### src/rtl/pipe_pkg.sv
// pipe_pkg: shared types and constants for the pipeline hazard controller.
package pipe_pkg;
    localparam int REG_ADDR_W = 5;

    typedef enum logic [1:0] {RUN, DMEM_WAIT, ERR} state_e;

    typedef struct packed {
        logic wen;
        logic flush;
    } stage_ctrl_t;
endpackage

### src/rtl/sat_counter.sv
// sat_counter: event counter that holds at all-ones instead of wrapping.
module sat_counter #(
    parameter int CNT_W = 16
) (
    input  logic             clk_i,
    input  logic             rst_ni,
    input  logic             inc_i,
    output logic [CNT_W-1:0] cnt_o
);
    logic [CNT_W-1:0] cnt_q, cnt_d;

    assign cnt_d = (inc_i && !(&cnt_q)) ? cnt_q + 1'b1 : cnt_q;
    assign cnt_o = cnt_q;

    always_ff @(posedge clk_i or negedge rst_ni) begin
        if (!rst_ni) cnt_q <= '0;
        else         cnt_q <= cnt_d;
    end
endmodule

### src/rtl/pipe_hazard_ctrl.sv
// pipe_hazard_ctrl: stall/flush sequencer for the 5-stage pipeline, with
// data-memory timeout detection and saturating stall/flush statistics.
module pipe_hazard_ctrl #(
    parameter int REG_ADDR_W  = pipe_pkg::REG_ADDR_W,
    parameter int MEM_TIMEOUT = 16,
    parameter int CNT_W       = 16
) (
    input  logic                  clk_i,
    input  logic                  reset_ni,
    input  logic [REG_ADDR_W-1:0] id_rs_i,
    input  logic [REG_ADDR_W-1:0] id_rt_i,
    input  logic                  ex_memread_i,
    input  logic [REG_ADDR_W-1:0] ex_rt_i,
    input  logic                  mem_memread_i,
    input  logic                  mem_memwrite_i,
    input  logic                  mem_branch_i,
    input  logic                  mem_zero_i,
    input  logic                  dmem_ready_i,
    input  logic                  imem_ready_i,
    output logic                  pc_wen_o,
    output logic                  ifid_wen_o,
    output logic                  idex_wen_o,
    output logic                  exmem_wen_o,
    output logic                  memwb_wen_o,
    output logic                  ifid_flush_o,
    output logic                  idex_flush_o,
    output logic                  exmem_flush_o,
    output logic                  memwb_flush_o,
    output logic                  dmem_req_o,
    output logic                  mem_timeout_err_o,
    output logic [CNT_W-1:0]      stall_cnt_o,
    output logic [CNT_W-1:0]      flush_cnt_o
);
    import pipe_pkg::*;

    localparam int WW = $clog2(MEM_TIMEOUT);

    state_e        state_q, state_d;
    logic [WW-1:0] wait_q, wait_d;
    logic          acc, taken, lu, freeze, active, pc_wen;
    stage_ctrl_t   ifid, idex, exmem, memwb;

    assign acc    = mem_memread_i | mem_memwrite_i;
    assign taken  = mem_branch_i & mem_zero_i;
    assign lu     = ex_memread_i && (ex_rt_i != '0) && (ex_rt_i == id_rs_i || ex_rt_i == id_rt_i);
    assign freeze = acc & ~dmem_ready_i;
    assign active = reset_ni && (state_q != ERR);

    always_comb begin
        pc_wen     = 1'b0;
        ifid       = '0;
        idex       = '0;
        exmem      = '0;
        memwb      = '0;
        dmem_req_o = 1'b0;
        if (active) begin
            dmem_req_o = acc;
            if (freeze) begin
                // Only a bubble advances into WB so the held MEM result is not written twice.
                memwb = '{1'b1, 1'b1};
            end else if (taken) begin
                pc_wen = 1'b1;
                ifid   = '{1'b1, 1'b1};
                idex   = '{1'b1, 1'b1};
                exmem  = '{1'b1, 1'b1};
                memwb  = '{1'b1, 1'b0};
            end else if (lu) begin
                idex  = '{1'b1, 1'b1};
                exmem = '{1'b1, 1'b0};
                memwb = '{1'b1, 1'b0};
            end else begin
                pc_wen = imem_ready_i;
                ifid   = '{1'b1, ~imem_ready_i};
                idex   = '{1'b1, 1'b0};
                exmem  = '{1'b1, 1'b0};
                memwb  = '{1'b1, 1'b0};
            end
        end
    end

    assign pc_wen_o          = pc_wen;
    assign ifid_wen_o        = ifid.wen;
    assign idex_wen_o        = idex.wen;
    assign exmem_wen_o       = exmem.wen;
    assign memwb_wen_o       = memwb.wen;
    assign ifid_flush_o      = ifid.flush;
    assign idex_flush_o      = idex.flush;
    assign exmem_flush_o     = exmem.flush;
    assign memwb_flush_o     = memwb.flush;
    assign mem_timeout_err_o = (state_q == ERR);

    always_comb begin
        state_d = state_q;
        wait_d  = wait_q;
        case (state_q)
            RUN: begin
                if (freeze) begin
                    state_d = DMEM_WAIT;
                    wait_d  = WW'(1);
                end
            end
            DMEM_WAIT: begin
                // A ready in the limit cycle clears freeze and therefore wins over the timeout.
                if (!freeze) begin
                    state_d = RUN;
                    wait_d  = '0;
                end else if (wait_q == WW'(MEM_TIMEOUT - 1)) begin
                    state_d = ERR;
                end else begin
                    wait_d = wait_q + 1'b1;
                end
            end
            default: state_d = ERR;
        endcase
    end

    always_ff @(posedge clk_i or negedge reset_ni) begin
        if (!reset_ni) begin
            state_q <= RUN;
            wait_q  <= '0;
        end else begin
            state_q <= state_d;
            wait_q  <= wait_d;
        end
    end

    sat_counter #(.CNT_W(CNT_W)) u_stall_cnt (
        .clk_i  (clk_i),
        .rst_ni (reset_ni),
        .inc_i  (reset_ni & ~pc_wen),
        .cnt_o  (stall_cnt_o)
    );

    sat_counter #(.CNT_W(CNT_W)) u_flush_cnt (
        .clk_i  (clk_i),
        .rst_ni (reset_ni),
        .inc_i  (active & ~freeze & taken),
        .cnt_o  (flush_cnt_o)
    );
endmodule

### config.mk
export PLATFORM = sky130hd
export DESIGN_NAME = pipe_hazard_ctrl
export DESIGN_NICKNAME = d
export VERILOG_FILES = /design/src/rtl/pipe_pkg.sv /design/src/rtl/sat_counter.sv /design/src/rtl/pipe_hazard_ctrl.sv
export SDC_FILE = /design/constraint.sdc
export NUM_CORES = 1
export LEC_CHECK = 0
export ABC_CLOCK_PERIOD_IN_PS = 4300
export CELL_PAD_IN_SITES_DETAIL_PLACEMENT = 0
export CELL_PAD_IN_SITES_GLOBAL_PLACEMENT = 1
export CORE_MARGIN = 3
export CORE_UTILIZATION = 38
export DETAILED_ROUTE_END_ITERATION = 10
export GPL_TIMING_DRIVEN = 0
export PLACE_DENSITY_LB_ADDON = 0.08
export SYNTH_ARGS = -nofsm -noshare
export SYNTH_HDL_FRONTEND = slang
export SYNTH_HIERARCHICAL = 1
export SYNTH_SLANG_ARGS = --single-unit
### constraint.sdc
create_clock -name clk_i -period 4.3 [get_ports clk_i]
set_input_delay 0.86 -clock clk_i [delete_from_list [all_inputs] [get_ports clk_i]]
set_output_delay 0.86 -clock clk_i [all_outputs]
set_load 0.01 [all_outputs]
==> summary.txt <==
Global routing
  • Largest net degree at the start of global routing: 38
  • Met2 usage: 25.1%
  • Vias in the first global route: between 1500 and 2000
  • Global Route met3 Usage: roughly 3.6%
  • Busiest grt layer: met2
  • First-pass GRT wire length: between 8000 and 9000 um
  • Initial antenna violation count: 0
  • GR Util met1: 20.8%
  • Total track usage: 15.5%
  • Global route overflow: 0

STA
  • Max Fclk: approximately 260 MHz
  • Worst rel slew slack: about 70%
  • Clock skew: 0.00698 ns
  • Fin. max-slew vios: 0
  • Final period util: about nine tenths
  • Setup-failing EPs final: 0
  • WHS: 0.404 ns
  • Fin. Hold Viols: 0
  • Fin crit period: between 3 and 4 ns
  • RSZ-0062 raised after global routing: false
  • Worst Tran Pin Value: roughly 0.45 ns

Power and ir drop
  • Leak: 0.00142 uW
  • VDD IR-drop max: around 0.32 mV
  • PwrDens: ~370 nW/um^2

Clocking
  • Total CTS buffers: 5
  • CTS tree: yes
  • CTS root buf: clkbuf_8
  • Hold Buf Count CTS: 0
  • Post-CTS Repair Setup Buffers: 0
  • Clock Sinks: 38
  • Resize count post-CTS: 0
  • Clk pin slew, worst setup/hold paths: 0.08 ns
  • Number of H-tree levels: 2
  • Longest Clk Path Bufs: 2
  • Skew-Pair Late Insertion Delay: about 0.29 ns

Setup path
  • CP Launch Type: input port
  • Crit end category: output port
  • WP data required: roughly 3.4 ns
  • Crit-path max FO: 3
  • R2R Path End: u_flush_cnt/cnt_o[5]
  • R2r worst-path depth: 7
  • Worst R2R Setup Slack: ~2.1 ns
  • Reg2reg start: state_q[1]
  • Arrival @ worst endpoint: between 2 and 3 ns
  • WS Path Type: input port to output port

Die
  • Core area: roughly 5600 sq um
  • Row Count: 27
  • I/O Pins: 67
  • Die Width: approximately 83 um
  • Starting Density: 40.1%
  • Die area: ~7000 sq um
  • Die H: between 80 and 90 um

Routing
  • Initial DRC count: 60
  • Post-Route WL: 5190 um
  • Initial DRT Pass Iterations: 4
  • Avg WL per Cell: around 14 um
  • ANT nets after route: 0
  • Vias/cell: approximately 5.1
  • Vias: between 1500 and 2000
  • DR DRC count: 0

Cells and area
  • # fillers: slightly above 500
  • Final Util: around 56%
  • Multi-input gate area: 1260 sq um
  • Final nets: around 330
  • Area delta synth->final: 40.1%
  • Layout cells sized above 1: between 10 and 15%
  • # diodes: 0
  • Sequential cell area: roughly 950 sq um

Status
  • Status: finished, final reports clean

Yosys
  • Top_reg_cell synth: dfrtp_1
  • Mean Syn Cell Area: around 9.9 sq um
  • Yosys cell types: 40
  • Post-synth EDFFs: 0
  • Cells after Synth: roughly 230
  • Post-synthesis sequential area ratio: a little over two fifths
  • Post-synthesis cell area: 2260 sq um
  • Syn Nets: approximately 260
  • Most common cell in the netlist: dfrtp_1
  • Top cell type's share of synthesized area: between 40% and 50%
  • Fraction of registers with async set/reset: 100%
  • Area contributors post-synth: dfrtp_1 42%, xnor2_1 6.2%, xor2_1 6.2%
  • Post-synthesis register bit count: 38
  • Yosys synthesis warning count: 6
  • Most frequent cells after synthesis: 38 x dfrtp_1, 18 x nor2_1
  • Largest area contributor in the synthesized netlist: dfrtp_1

Flow run
  • Max Cap Viol: 0

Placement
  • Detailed placement HPWL: around 3800 um
  • I/O Buffers: between 60 and 70
  • Routability cong.: just under 0.8

Min path
  • Min-delay worst type: input port to async pin
==> final cells by class <==
cell class / count / area share, %
Sequential cell: 38 / 30.0
Tap cell: 72 / 2.84
Buffer: 4 / 0.670
Clock buffer: 6 / 2.60
Timing Repair Buffer: 67 / 21.3
Inverter: 8 / 0.946
Multi-Input combinational cell: 178 / 39.8
Clock inverter: 2 / 1.89
==> how the worst max path moves through the flow <==
stage	startpoint	endpoint	slack, ns
after floorplan	ex_rt_i[1]	ifid_flush_o	1.48
after global placement	reset_ni	pc_wen_o	-0.91
after detailed placement	ex_rt_i[1]	ifid_flush_o	0.45
after CTS	ex_rt_i[1]	ifid_flush_o	0.44
after global routing	mem_memwrite_i	pc_wen_o	0.29
final	ex_rt_i[1]	ifid_flush_o	0.45
==> power by group <==
group	total, uW	switching [uW]	internal (uW)
registers	499	89.8	409
logic	309	130	180
clock network	377	130	248
total	1190	349	837
==> stage by stage <==
stage	instance area (sq um)	TNS, ns	cells	worst slack, ns	power (uW)
floorplan	2260	0	228	1.48	630
detailed placement	3030	0	367	0.446	815
finish	3170	0	375	0.448	1190
global placement	3020	-14.67	366	-0.907	806
CTS	3170	0	375	0.440	1200
global route	3170	0	375	0.286	1260
==> logic make-up (layout without fill, tap and decap cells) <==
group | count (synthesis) | count (layout) | synth area share (%)
mux | 8 | 8 | 3.98
simple gates | 106 | 106 | 29.7
buf+inv | 12 | 87 | 2.27
compound gates | 29 | 29 | 8.01
fa+ha+maj | 3 | 3 | 1.66
xor+xnor | 32 | 32 | 12.4
flops | 38 | 38 | 42.0
==> critical path: stages <==
cell and delay [ns]:
clkdlybuf4s50_1 0.47, or4_1 0.55, o21a_1 0.21, and2_1 0.19
a21oi_1 0.16, clkdlybuf4s50_1 0.56
==> cell usage in the layout (no fill, tap or decap), types with 2 or more instances in the layout <==
master,instances
nor4_2,4
clkdlybuf4s50_1,65
nand4_2,4
nor3_1,14
and2_1,2
buf_2,3
o211ai_1,2
xor2_1,16
or2_0,2
nor2_1,18
nand3_1,16
ha_1,3
o21ai_0,8
clkbuf_8,6
mux2_2,8
nand2b_1,6
nor4_4,2
nand4_4,2
o22ai_1,2
nand4_1,6
inv_1,8
xnor2_1,16
a21oi_1,9
and4_1,5
dfrtp_1,38
nor3b_1,3
bufinv_16,2
and3_2,2
nand2_1,16
==> metal layers <==
layer | wire length (um) | vias up
met5 | 0 | -
met4 | 43 | 0
met3 | 233 | 5
met2 | 2470 | 46
met1 | 2440 | 880
li1 | - | 963
==> state kept, by name (all words and copies together) (netlist names) <==
name and count:
wait_q 4, u_flush_cnt/cnt_o 16, state_q 2, u_stall_cnt/cnt_o 16
Note: power is estimated with default switching activity, not from simulation.
==> edit 1: new RTL, config.mk and constraints unchanged <==
`CNT_W` is set to 16 in 2 places; all go to 32.
--- a/src/rtl/sat_counter.sv
+++ b/src/rtl/sat_counter.sv
@@ -1,5 +1,5 @@
 // sat_counter: event counter that holds at all-ones instead of wrapping.
 module sat_counter #(
-    parameter int CNT_W = 16
+    parameter int CNT_W = 32
 ) (
     input  logic             clk_i,
--- a/src/rtl/pipe_hazard_ctrl.sv
+++ b/src/rtl/pipe_hazard_ctrl.sv
@@ -4,5 +4,5 @@
     parameter int REG_ADDR_W  = pipe_pkg::REG_ADDR_W,
     parameter int MEM_TIMEOUT = 16,
-    parameter int CNT_W       = 16
+    parameter int CNT_W       = 32
 ) (
     input  logic                  clk_i,
Ports: changed (resized flush_cnt_o and stall_cnt_o); port bits go from 67 to 99. No check against the original RTL was run, so the function may have changed too.
==> edit 1 against the original RTL <==
  * Synthesized area up 65%
  * Hold slack improved by 0.0064 ns
  * Critical path depth unchanged
  * Sequential cell count grew 32
  * Final area rose by 61%
  * Routed wire length is 77% higher
  * Worst setup slack worse by 0.022 ns
  * Non-clock buffer count up 30
  * Die area is 60% higher
  * Power is 41% higher
  * Largest power group unchanged
==> edit 1: results (changes against the original RTL) <==
[sta]
tightest_slew_ns=0.667  ; +0.220 ns
skew_ns=0.0121  ; +0.00510 ns

[clock_network]
cts_made_buffers=9  ; +4
worstSkewPairLatency_ns=0.34  ; +0.05 ns
cts_sinks=70  ; +84%
clockBufferDepth=2  ; unchanged
cts_setup_buffers=0  ; unchanged
htreeDepth=3  ; +1

[logic_synthesis]
yosysSeqAreaShare_pct=46.8  ; +4.8 points
yosysUniqueCellTypes=46  ; +15%
synth_top_cells_by_count=dfrtp_1, xnor2_1, nand3_1, nand2_1, nor2_1
synth_nets=397  ; +56%
synth.avg_cell_area_um2=10.1  ; +1.9%

[run_status]
status=completed

[power]
ir_drop_mv=0.308  ; -4.0%
p_leak_nw=2.12  ; +50%

[layout]
multi_input_area_um2=1950  ; +55%
drive_above_1_share_pct=9.07  ; -3.5 points
num-nonclk-buffers=101  ; +42%
nets=507  ; +54%
multi_input_gates=290  ; +63%
layout.buffer.nonclock.area_share_pct=19.9  ; -2.1 points
area_delta_synth_final_pct=36.7
n_antenna_cell=0  ; unchanged
n_fill_cell=847  ; +66%
nClkBuffers=10  ; +4
regArea_um2=1750  ; +84%

[placement]
port_buffers=98  ; +48%
place_area_um2=4910  ; +62%
dpl.hpwl_um=6830  ; +78%
dpl.cell_count=598  ; +63%
gp_congestion=0.775  ; +0.43%

[route]
finalWirelength_um=9190  ; +77%
drt_iter0_markers=100  ; +67%
vias_per_cell=5.15  ; +1.9%

[worst_setup_path]
timing.rr.start=state_q[1]
r2r_cells=8  ; +1
slowest_delay_ns=0.59  ; +0.03 ns

[global_routing]
grt_start_max_net_pins=53  ; +39%
grtUsageTotal_pct=17.3  ; +1.8 points
grt_pass1_vias=3173  ; +71%
grt_pass1_wl_um=15800  ; +77%

[floorplanning]
tapcell.inserted=129  ; +79%

==> edit 1: cell count changes in the layout (fill, tap and decap cells not counted), sizes merged, moves of 6 or more <==
cell           before  now
xnor2              16   52
clkdlybuf4s50      65   97
dfrtp              38   70
nand3              16   34
nand2              16   32
nand4              12   24
nor2               18   30
and3                3   13
a211oi              0    8
a21oi               9   17
and2                2    8
mux2                8    2
nor3               14    8
==> edit 1: routing by layer <==
layer / part of all wire [%] / global-route usage [%] / vias up
met3: 3.1 / 2.69 / 13
met5: 0 / 0 / -
met2: 49 / 27.9 / 59
met1: 46 / 23.6 / 1548
li1: - / - / 1540
met4: 1.8 / 6.37 / 0
==> edit 1: worst paths after layout <==
kind                                               to  slack [ns]
worst min register to register  u_stall_cnt/cnt_o[15]        0.50
worst max register to register  u_flush_cnt/cnt_o[21]        1.64
max in group asynchronous        u_flush_cnt/cnt_o[3]        3.34
worst min-delay path            u_stall_cnt/cnt_o[14]        0.41
min in group clk_i              u_stall_cnt/cnt_o[15]        0.50
worst max-delay path                     ifid_flush_o        0.43
==> edit 1: where the power goes <==
part	total, mW	switching, mW	internal (mW)
Sequential	0.780	0.0677	0.712
Clock	0.562	0.274	0.288
Combinational	0.326	0.139	0.186
==> edit 1: logic make-up (layout without fill, tap and decap cells) <==
kind of cell | Yosys count | count (layout) | synth area share [%]
flip-flops | 70 | 70 | 46.8
buffers and inverters | 10 | 125 | 1.10
XOR/XNOR | 66 | 66 | 15.4
AO/OA/AOI/OAI | 45 | 45 | 8.99
multiplexers | 2 | 2 | 0.602
adder cells (fa/ha/maj) | 3 | 3 | 1.00
AND/OR/NAND/NOR | 174 | 174 | 26.1
==> edit 2: new RTL, same settings <==
Made on the original files. Register the output `flush_cnt_o`, with the module's reset; this adds one clock of latency there. The other outputs are not delayed to match.
--- a/src/rtl/pipe_hazard_ctrl.sv
+++ b/src/rtl/pipe_hazard_ctrl.sv
@@ -35,4 +35,6 @@
 
     localparam int WW = $clog2(MEM_TIMEOUT);
+
+    logic [CNT_W-1:0] flush_cnt_d;
 
     state_e        state_q, state_d;
@@ -136,6 +138,14 @@
         .rst_ni (reset_ni),
         .inc_i  (active & ~freeze & taken),
-        .cnt_o  (flush_cnt_o)
+        .cnt_o  (flush_cnt_d)
     );
+    always_ff @(posedge clk_i or negedge reset_ni) begin
+        if (!reset_ni) begin
+            flush_cnt_o <= '0;
+        end else begin
+            flush_cnt_o <= flush_cnt_d;
+        end
+    end
+
 endmodule
 
Behaviour: not the same (Yosys sat finds a counterexample within 4 cycles, from zero or initial values and one cycle with reset_ni low).
==> edit 2 against the original RTL <==
  * Final area is 12% higher
  * Maximum frequency is 0.20% higher
  * Final cell count is 9.3% higher
  * Synthesized area is 18% higher
  * Non-clock buffer count stayed put
  * Global-route usage is 1.5 points lower
  * Critical path depth stayed put
  * Power is 6.1% higher
  * Worst setup slack better by 0.0076 ns
  * Routed wire length is 3.9% higher
  * Sequential cell count is 16 higher
  * Clock skew is 0.0015 ns higher
  * Largest cell class is now registers
  * Synthesized cell count is 6.1% higher
  * Die area is 16% higher
==> edit 2: results (changes against the original RTL) <==
[clock_network]
cts_made_buffers=5  ; unchanged
clk_pin_slew_ns=0.10  ; +0.02 ns
cts_setup_buffers=0  ; unchanged
htreeDepth=2  ; unchanged
worstSkewPairLatency_ns=0.30
ctsResizeCount=0  ; unchanged

[sta]
skew_ns=0.00845  ; +0.00147 ns
max-slew-margin-rel_pct=50.0  ; -20 points
timing.final.ws_setup_ns=0.455  ; +0.00755 ns

[power]
ir_drop_mv=0.239  ; -26%
p_int_mw=0.878  ; +4.9%
p_leak_nw=1.61  ; +13%

[worst_setup_path]
crit_path_top_delay_cell=clkdlybuf4s50_1
crit_path_start=ex_rt_i[1]
timing.rr.start=state_q[0]
endpoint=ifid_flush_o
slowest_delay_ns=0.56  ; about the same
r2r_slack_ns=2.06  ; -0.02 ns
r2r_end=u_flush_cnt/cnt_o[15]
arrival_ns=2.98  ; about the same
path_delay_family=buffers and inverters

[global_routing]
grt_pass1_vias=1923  ; +3.6%
use_met2_pct=23.6  ; -1.5 points
grt.met1_usage_pct=17.9  ; -2.9 points
met3_usage_pct=4.01  ; +0.44 points
antenna_found_initial=0  ; unchanged
grt_pass1_wl_um=9370  ; +4.5%
grtUsageTotal_pct=14.0  ; -1.5 points
grt_start_max_net_pins=34  ; -11%

[route]
dr.pass1.iters=4  ; unchanged
drt_iter0_markers=105  ; +75%
vias_per_cell=4.87  ; -3.7%
finalWirelength_um=5400  ; +3.9%

[min_path]
holdPathStages=0
min_path_type=reg2reg

[placement]
dpl.hpwl_um=4160  ; +8.1%
pre_cts_slack_ns=0.445  ; -0.000403 ns
gp_congestion=0.746  ; -3.3%
port_buffers=66  ; unchanged

[run_status]
status=completed

[logic_synthesis]
yosys.area_share.adder_pct=1.41  ; -0.25 points
synth_xor_xnor_area_share_pct=10.5  ; -1.8 points
yosysSeqAreaShare_pct=50.8  ; +8.8 points
yosysUniqueCellTypes=39  ; -2.5%
ys_warn_count=6  ; unchanged
synth_top_cells_by_count=dfrtp_1, nor2_1
synth_compound_area_share_pct=7.10  ; -0.92 points
synth_nets=269  ; +5.5%
synthTopCellsByArea=dfrtp_1, xnor2_1, xor2_1, mux2_2, nand3_1
synthMuxAreaShare_pct=3.38  ; -0.59 points

[layout]
n_fill_cell=569  ; +12%
nets=343  ; +4.3%
drive_above_1_share_pct=11.4  ; -1.2 points

edit 2: stage by stage:
stage | setup TNS (ns) | std cells | hold slack (ns) | instance area, µm²
floorplan | 0 | 242 | 0.405 | 2660
global placement | -37.34 | 401 | 0.443 | 3440
detailed placement | 0 | 402 | 0.439 | 3450
CTS | 0 | 410 | 0.470 | 3540
global route | 0 | 410 | 0.497 | 3540
finish | 0 | 410 | 0.467 | 3540
edit 2: how the worst min path moves through the flow:
stage                               from              to  slack [ns]
finish              u_flush_cnt/cnt_o[1]  flush_cnt_o[1]        0.47
global route        u_flush_cnt/cnt_o[1]  flush_cnt_o[1]        0.50
global placement    u_flush_cnt/cnt_o[1]  flush_cnt_o[1]        0.44
CTS                 u_flush_cnt/cnt_o[1]  flush_cnt_o[1]        0.47
detailed placement  u_flush_cnt/cnt_o[1]  flush_cnt_o[1]        0.44
floorplan           u_flush_cnt/cnt_o[1]  flush_cnt_o[1]        0.41
edit 2: kinds of logic after synthesis:
kind of cell    Yosys count
fa+ha+maj                 3
simple gates            105
buf+inv                  10
compound gates           30
flops                    54
mux                       8
xor+xnor                 32
edit 2: per-layer routing:
metal | up-vias | routed length [µm]
li1 | 1012 | -
met1 | 943 | 2420
met2 | 36 | 2710
met3 | 4 | 224
met4 | 0 | 40
met5 | - | 0
edit 2: final cells by class:
| cell class | instances | share of cell area, % |
|---|---|---|
| Sequential cell | 54 | 38.2 |
| Clock inverter | 2 | 0.389 |
| Multi-Input combinational cell | 178 | 35.8 |
| Tap cell | 93 | 3.29 |
| Clock buffer | 6 | 2.05 |
| Timing Repair Buffer | 67 | 19.1 |
| Buffer | 4 | 0.601 |
| Inverter | 6 | 0.636 |
edit 2: power by group through the flow:
stage / Combinational, mW / Sequential (mW) / Clock, mW
2_1_floorplan: 0.122 / 0.684 / 0
3_3_place_gp: 0.312 / 0.677 / 0
3_5_place_dp: 0.320 / 0.676 / 0
4_1_cts: 0.321 / 0.667 / 0.290
5_1_grt: 0.346 / 0.685 / 0.312
6_report: 0.314 / 0.666 / 0.277
edit 2: worst register-to-register path: stages, from the launching register on:
cell      delay, ns
dfrtp_1        0.45
nand2b_1       0.18
nand3_1        0.17
nor2_1         0.43
and3_2         0.24
nand3_1        0.22
nor4_2         0.32
xor2_1         0.16
